## src/rtl/wdog_timer_ctrl.sv

```systemverilog
// Watchdog sequencing core: prescaled down-counter, refresh window check, two-stage timeout.
// Latency: state, counter and flags update one pclk after the causing event; outputs are register-driven.
// Backpressure: none; strobes are single-cycle and always accepted (or ignored outside RUN/WARN).
module wdog_timer_ctrl #(
  parameter int          WDOG_CNT  = 16,
  parameter logic [7:0]  FEED_KEY  = 8'hAA,
  parameter int          RST_PULSE = 16
) (
  input  logic                pclk,
  input  logic                preset_n,
  input  logic                cr_wdga,
  input  logic [WDOG_CNT-1:0] cr_time,
  input  logic                cr_ie,
  input  logic [WDOG_CNT-1:0] cfg_window,
  input  logic [1:0]          cfg_presc,
  input  logic                feed_wr,
  input  logic [7:0]          feed_key,
  input  logic                irq_clr,
  input  logic                rstflag_clr,
  output logic [WDOG_CNT-1:0] sr_timer,
  output logic                sr_rstflag,
  output logic                wdog_irq,
  output logic                wdog_rst_req,
  output logic                wdog_active
);

  localparam int PW = (RST_PULSE > 1) ? $clog2(RST_PULSE) : 1;
  localparam logic [PW-1:0] PULSE_LAST = PW'(RST_PULSE - 1);

  typedef enum logic [1:0] {S_IDLE, S_RUN, S_WARN, S_RST} state_t;

  state_t              state, state_nxt;
  logic [WDOG_CNT-1:0] counter, counter_nxt;
  logic [5:0]          presc_cnt, presc_nxt;
  logic [5:0]          presc_mask;
  logic [PW-1:0]       pulse_cnt, pulse_nxt;
  logic                wdga_q;
  logic                irq, irq_nxt;
  logic                rstflag, rstflag_nxt;
  logic                counting, tick, window_ok, feed_ok;
  logic                irq_set, rst_enter;

  // Prescaler terminal count for divide-by 1/4/16/64.
  always_comb begin
    presc_mask = 6'd0;
    case (cfg_presc)
      2'd0: presc_mask = 6'd0;
      2'd1: presc_mask = 6'd3;
      2'd2: presc_mask = 6'd15;
      default: presc_mask = 6'd63;
    endcase
  end

  assign counting  = (state == S_RUN) || (state == S_WARN);
  assign tick      = counting && (presc_cnt == presc_mask);
  // All-ones window means "refresh allowed anywhere".
  assign window_ok = (&cfg_window) || (counter <= cfg_window);
  assign feed_ok   = (feed_key == FEED_KEY) && window_ok;

  // Next-state and datapath: a feed in RUN/WARN takes priority over the same-cycle tick/timeout.
  always_comb begin
    state_nxt   = state;
    counter_nxt = counter;
    presc_nxt   = counting ? presc_cnt + 6'd1 : 6'd0;
    pulse_nxt   = pulse_cnt;
    irq_set     = 1'b0;
    rst_enter   = 1'b0;

    case (state)
      S_IDLE: begin
        if (cr_wdga && !wdga_q) begin
          state_nxt   = S_RUN;
          counter_nxt = cr_time;
        end
      end
      S_RUN, S_WARN: begin
        if (feed_wr) begin
          if (feed_ok) begin
            counter_nxt = cr_time;
            presc_nxt   = 6'd0;
            state_nxt   = S_RUN;
          end else begin
            rst_enter = 1'b1;
          end
        end else if (tick) begin
          presc_nxt = 6'd0;
          if (counter != '0) begin
            counter_nxt = counter - 1'b1;
          end else if ((state == S_RUN) && cr_ie) begin
            state_nxt   = S_WARN;
            irq_set     = 1'b1;
            counter_nxt = cr_time;
          end else begin
            rst_enter = 1'b1;
          end
        end
      end
      S_RST: begin
        if (pulse_cnt == PULSE_LAST) begin
          state_nxt = S_IDLE;
          pulse_nxt = '0;
        end else begin
          pulse_nxt = pulse_cnt + 1'b1;
        end
      end
    endcase

    if (rst_enter) begin
      state_nxt   = S_RST;
      counter_nxt = '0;
      pulse_nxt   = '0;
    end

    // Prescaler phase restarts whenever the state moves.
    if (state_nxt != state) begin
      presc_nxt = 6'd0;
    end

    // Sets win over same-cycle software clears.
    irq_nxt     = irq_set   | (irq     & ~irq_clr);
    rstflag_nxt = rst_enter | (rstflag & ~rstflag_clr);
  end

  // State and datapath registers.
  always_ff @(posedge pclk or negedge preset_n) begin
    if (!preset_n) begin
      state     <= S_IDLE;
      counter   <= '0;
      presc_cnt <= 6'd0;
      pulse_cnt <= '0;
      wdga_q    <= 1'b0;
      irq       <= 1'b0;
      rstflag   <= 1'b0;
    end else begin
      state     <= state_nxt;
      counter   <= counter_nxt;
      presc_cnt <= presc_nxt;
      pulse_cnt <= pulse_nxt;
      wdga_q    <= cr_wdga;
      irq       <= irq_nxt;
      rstflag   <= rstflag_nxt;
    end
  end

  assign sr_timer     = counter;
  assign sr_rstflag   = rstflag;
  assign wdog_irq     = irq;
  assign wdog_rst_req = (state == S_RST);
  assign wdog_active  = (state != S_IDLE);

endmodule
```

## config.mk

```make
export PLATFORM = sky130hd
export DESIGN_NAME = wdog_timer_ctrl
export DESIGN_NICKNAME = d
export VERILOG_FILES = /design/src/rtl/wdog_timer_ctrl.sv
export SDC_FILE = /design/constraint.sdc
export NUM_CORES = 1
export LEC_CHECK = 0
export CAP_MARGIN = 20
export CORE_MARGIN = 10
export CORE_UTILIZATION = 40
export CTS_BUF_LIST = sky130_fd_sc_hd__clkbuf_4
export CTS_CLUSTER_SIZE = 14
export DETAILED_ROUTE_END_ITERATION = 16
export PLACE_DENSITY = 0.7
export SLEW_MARGIN = 20
export SYNTH_ARGS = -nofsm -noshare
export SYNTH_HDL_FRONTEND = slang
export SYNTH_SLANG_ARGS = --single-unit
```

## constraint.sdc

```tcl
create_clock -name pclk -period 2.81 [get_ports pclk]
set_input_delay 0.562 -clock pclk [delete_from_list [all_inputs] [get_ports pclk]]
set_output_delay 0.562 -clock pclk [all_outputs]
set_load 0.02 [all_outputs]
```

; Word-level counts from Yosys, hierarchy flattened
; Cells that the tools add are included.
[op_classes]
reduce_logical = 16
order_cmp = 1
bitwise_logic = 6
muxes = 38
add_sub_neg = 3
eq_ne = 13
[ops]
columns = op, count
row1 = $mux W16, 7
row2 = $mux W6, 6
row3 = $pmux W16 S2, 1
row4 = $pmux W6 S3, 1
row5 = $le A16 B16 Y1, 1
row6 = $mux W2, 8
row7 = $reduce_and A16 Y1, 1
row8 = $reduce_bool A16 Y1, 1
row9 = $sub A16 B1 Y16 const B, 1
row10 = $mux W4, 3
row11 = $mux W1, 11
row12 = $eq A8 B8 Y1 const B, 1
row13 = $ne A4 B4 Y1 const B, 2
row14 = $add A6 B1 Y6 const B, 1
row15 = $eq A2 B2 Y1 const B, 3
row16 = $eq A6 B6 Y1, 1
row17 = $pmux W2 S3, 1
row18 = $ne A5 B5 Y1 const B, 1
row19 = $reduce_and A5 Y1, 1
row20 = $add A4 B1 Y4 const B, 1
row21 = $eq A2 B1 Y1 const B, 2
row22 = $eq A4 B4 Y1 const B, 1
row23 = $logic_and A1 B1 Y1, 4
row24 = $logic_not A2 Y1, 2
row25 = other kinds (10), 15
[totals]
regBits = 31
inputBits = 49
output_inout_bits = 20

; Depth between registers and ports, before layout
[logic_depth]
word_depth = 10
ltp_mapped = 10

; Worst setup path before layout
; No wires, ideal clock.
[synth_path]
path_kind = flip-flop to flip-flop
startpoint = reg counter[0] (netlist: sr_timer[0])
endpoint = reg counter[14] (netlist: sr_timer[14])
slack_ns = -0.333
path_buffers = 2
path_stages_with_launch = 11
arrival_time_ns = 3.005
required_ns = 2.672
setup_ns = 0.138
cell_sequence = dfrtp_1 > inv_1 > ha_1 > or4b_1 > clkbuf_2 > or4_4 > o41ai_4 > nand2_2 > clkbuf_1 > o311ai_1 > o211ai_1
[synth_via]
elab_chain_len = 8
elab_cells_between_ends = 21
[synth_rtl]
columns = item, line_no
row1 = start: declaration, 33  ; logic [WDOG_CNT-1:0] counter, counter_nxt;
row2 = start signal: assignment, 136  ; counter <= counter_nxt;
row3 = $le A16 B16 Y1, 57  ; assign window_ok = (&cfg_window) || (counter <= cfg_window);
row4 = $logic_or A1 B1 Y1, 57
row5 = $logic_and A1 B1 Y1, 58  ; assign feed_ok = (feed_key == FEED_KEY) && window_ok;
row6 = $mux W1, 78  ; if (feed_ok) begin
row7 = $mux W1, 77  ; if (feed_wr) begin
row8 = $mux W1, 69  ; case (state)
row9 = "$ne A5 B5 Y1 (no source line), or another cell as far along", n/a
row10 = $reduce_and A5 Y1 (no source line), n/a
; Several ways; a longest one is shown, not always the timed one. The select of a mux whose other input is x is not followed.
; A chain may end at the register's enable or synchronous reset.

; Worst setup path in the final report
[layout_path]
startpoint = reg counter[1] (netlist: sr_timer[1])
endpoint = reg presc_cnt[4]
[layout_via]
elab_chain_len = 9
elab_cells_between_ends = 20
[layout_rtl]
columns = item, line_no
row1 = $le A16 B16 Y1, 57
row2 = $logic_or A1 B1 Y1, 57
row3 = $logic_and A1 B1 Y1, 58
row4 = $mux W2 or $mux W1 (tied branches), 78
row5 = $mux W2 or $mux W1 (tied branches), 77
row6 = $pmux W2 S3 or $mux W1 (tied branches), 69
row7 = $mux W2, 108  ; if (rst_enter) begin
row8 = $ne A2 B2 Y1, 115  ; if (state_nxt != state) begin
row9 = $mux W6 (*), 115
row10 = via presc_nxt[4], 34  ; logic [5:0] presc_cnt, presc_nxt;
row11 = end signal: assignment, 137  ; presc_cnt <= presc_nxt;
row12 = end: declaration, 34
; The timed path passes the listed nets; every way through them passes the cells marked *.

==> impl_metrics.yaml <==
detailed_routing:
  wirelength_um: 9299
  drtIter0Drc: 198
  drc: 0
  vias_per_cell: 5.869
  via_count: 3052
  avgRoutedWirePerCell_um: 17.88
  drtPass1Iterations: 5
  ant_nets: 0
cts:
  clock_latency_ns: 0.34
  cts_tree: "done"
  max-clock-path-buffers: 2
  clkTransAtPathRegs_ns: 0.11
  clock_sinks: 31
  clock-root-buffer: "clkbuf_4"
  htreeDepth: 2
  cts_buffers: 5
setup_path:
  critPathSlowestCell: "or4_4"
  cp_top_family: "simple AND/OR/NAND/NOR gates"
  cpPeakStageDelay_ns: 0.53
  cp.arrival_ns: 3.11
  cp_cell_sequence: "inv_2, ha_4, or4b_4, or4_4, o41ai_4, nor2_1, a2111o_1, nor4_1"
  endpoint_kind: "flop"
  crit_type: "flop to flop"
  cp_data_required_time_ns: 3.06
  worstPathMaxFanout: 6
  cp.buffers_inverters: 1
  startpoint_type: "flop"
power_and_ir_drop:
  p_leak_uw: 0.001747
  power.density_nw_per_um2: 1056
  vdd_drop_max_uv: 590.0
place:
  hpwl_um: 7146
  place_congestion: 0.9259
  port_buffers: 68
  place_inst: 508
  dp_slack_ns: -0.4225
yosys:
  ys_ff_latch: 31
  synthCells: 323
  synth_edf_count: 0
  synth.net_count: 395
  synth_area_per_cell_um2: 8.239
  ys.flop_type: "dfrtp_1"
  ys_types: 59
  ys_warn_count: 0
  netlist_area_um2: 2661
  synth-async-reset-ratio: 1.000
  seq_area_frac_synth: 0.2915
timing:
  hold_violations: 0
  max_freq_ghz: 0.3502
  holdWs_ns: 0.5440
  slew-limit-headroom: 0.5152
  setup_viol_count_final: 2
  fin_crit_sh: 1.016
  rsz0062_at_grt: "true"
  tightest_slew_ns: 0.7246
  fin_skew_ns: 0.01172
  setup_tns_ns: -0.08801
  final.min_clock_period_ns: 2.856
  layout_setup_ws_ns: -0.04564
  drv_slew: 0
run_status:
  status: "finished with violations"
  violations: "setup timing"
run:
  cap_violations: 0
final_layout:
  area_growth_syn_to_layout_pct: 53.36
  diodes: 0
  fin_cells: 520
  nets: 514
  drive_gt1_frac: 0.2077
floorplanning:
  row_count: 29
  die_y_um: 101.6
  io_pins: 69
  die_area_um2: 10320
  die_w_um: 101.6
  core_area_um2: 6422
  initial_core_util: 0.4144
grt:
  grt_pass1_vias: 3066
  grt-ovfl-total: 0
  globalRouteTotalUtil: 0.1776
  antenna_found_initial: 0
  grt_max_degree: 32
  grt_pass1_wl_um: 15080
worst_hold_path:
  hold_path.class: "flop to flop"
## report_power, final
part           internal, uW  switching [uW]  total [uW]
combinational          1520            1780        3300
clock                   102             171         273
sequential              616             119         734
## cell families after synthesis
group / Yosys count / share of synthesized area
adder cells (fa/ha/maj): 23 / 0.1081
AND/OR/NAND/NOR: 111 / 0.2167
AO/OA/AOI/OAI: 101 / 0.2830
flip-flops: 31 / 0.2915
multiplexers: 4 / 0.01551
XOR/XNOR: 5 / 0.01645
buffers and inverters: 48 / 0.06864
## per-stage QoR
stage,util,area (um2),total power (uW)
final,0.6355,4081,4310
after detailed placement,0.5991,3847,3719
after global routing,0.6355,4081,4645
after floorplan,-,2706,2419
after CTS,0.6115,3928,4034
after global placement,0.5991,3847,3663
## worst paths after layout
path	startpoint	end	slack (ns)	cells past startpoint
min reg2reg	wdog_irq$_DFF_PN0_	wdog_irq$_DFF_PN0_	0.54	2
max	sr_timer[1]$_DFFE_PN0P_	presc_cnt[4]$_DFF_PN0_	-0.05	8
max in group asynchronous	preset_n	sr_timer[1]$_DFFE_PN0P_	1.87	2
min	wdog_irq$_DFF_PN0_	wdog_irq$_DFF_PN0_	0.54	2
min in group asynchronous	preset_n	pulse_cnt[3]$_DFFE_PN0P_	0.61	2
max reg2reg	sr_timer[1]$_DFFE_PN0P_	presc_cnt[4]$_DFF_PN0_	-0.05	8
## placed cells by master (no fill, tap or decap), drive strengths merged, types with 3 or more instances in the layout
cell type,count
o311ai,5
o31ai,6
inv,36
o211ai,16
or2,4
nand2,28
o41ai,6
xor2,4
o21ai,18
nand4,11
o221ai,6
nor2,21
and3,3
mux2i,3
buf,56
o31a,4
o21a,3
or3,3
dfrtp,31
clkbuf,6
a21oi,16
a21o,3
nor4,11
ha,23
nand3,10
clkdlybuf4s50,68
nor3,6
or4,5
## metal layers
layer / up-vias / part of all wire / wire, um / GRT usage
met5: - / 0 / 0 / 0
met4: 0 / 0.017 / 162 / 0.05721
met3: 15 / 0.081 / 756 / 0.04016
li1: 1458 / - / - / -
met1: 1464 / 0.43 / 4007 / 0.2191
met2: 115 / 0.47 / 4372 / 0.2992
## cell type report
type,instances,area (um2)
multi-input combinational,244,1866
clock inverter,2,7.507
inverter,36,135.1
sequential,31,778.2
timing repair buffer,124,1154
fill,547,2341
clock buffer,6,45.04
tap,77,96.34
## synth_stat cells (2+ instances only)
master / count / share of area
or2_2: 3 / 0.0071
o21bai_1: 2 / 0.0056
o221ai_1: 6 / 0.020
dfrtp_1: 31 / 0.29
nor2b_1: 2 / 0.0047
nor3_1: 6 / 0.011
nand2b_1: 2 / 0.0047
or3_1: 3 / 0.0071
o21ai_0: 17 / 0.032
o31ai_1: 5 / 0.014
and3_1: 3 / 0.0071
nor2_1: 21 / 0.030
xor2_1: 4 / 0.013
clkbuf_1: 9 / 0.013
a21o_1: 3 / 0.0085
nand4_1: 11 / 0.026
nand2_1: 27 / 0.038
nand3_1: 10 / 0.019
o311ai_0: 4 / 0.013
ha_1: 23 / 0.11
nor3b_1: 2 / 0.0056
or4_1: 4 / 0.011
a211oi_1: 2 / 0.0056
inv_1: 36 / 0.051
o41ai_1: 5 / 0.016
o2bb2ai_1: 2 / 0.0066
o31a_1: 4 / 0.013
nor4_1: 11 / 0.026
o21a_1: 3 / 0.0085
a21oi_1: 16 / 0.030
o211ai_1: 16 / 0.045
mux2i_1: 3 / 0.011
## state kept, by name, summed over array words and instances, names as in the netlist
| signal | count |
|---|---|
| sr_timer | 16 |
| pulse_cnt | 4 |
| state | 2 |
| wdog_irq | 1 |
| wdga_q | 1 |
| presc_cnt | 6 |
| sr_rstflag | 1 |
## worst reg2reg max path: stages, from the launching register on
cell and delay (ns):
dfrtp_2 0.42, inv_2 0.08, ha_4 0.13, or4b_4 0.46, or4_4 0.53, o41ai_4 0.26, nor2_1 0.09, a2111o_1 0.49
nor4_1 0.30
## repair_timing
| action | in CTS | in global routing |
|---|---|---|
| pin swaps | 4 | 7 |
| resized for setup | 5 | 21 |
| endpoints found under the setup margin | 22 | 22 |
| setup buffers | 1 | 3 |
| hold buffers | 0 | 0 |
Power figures use the tool's default switching activity.
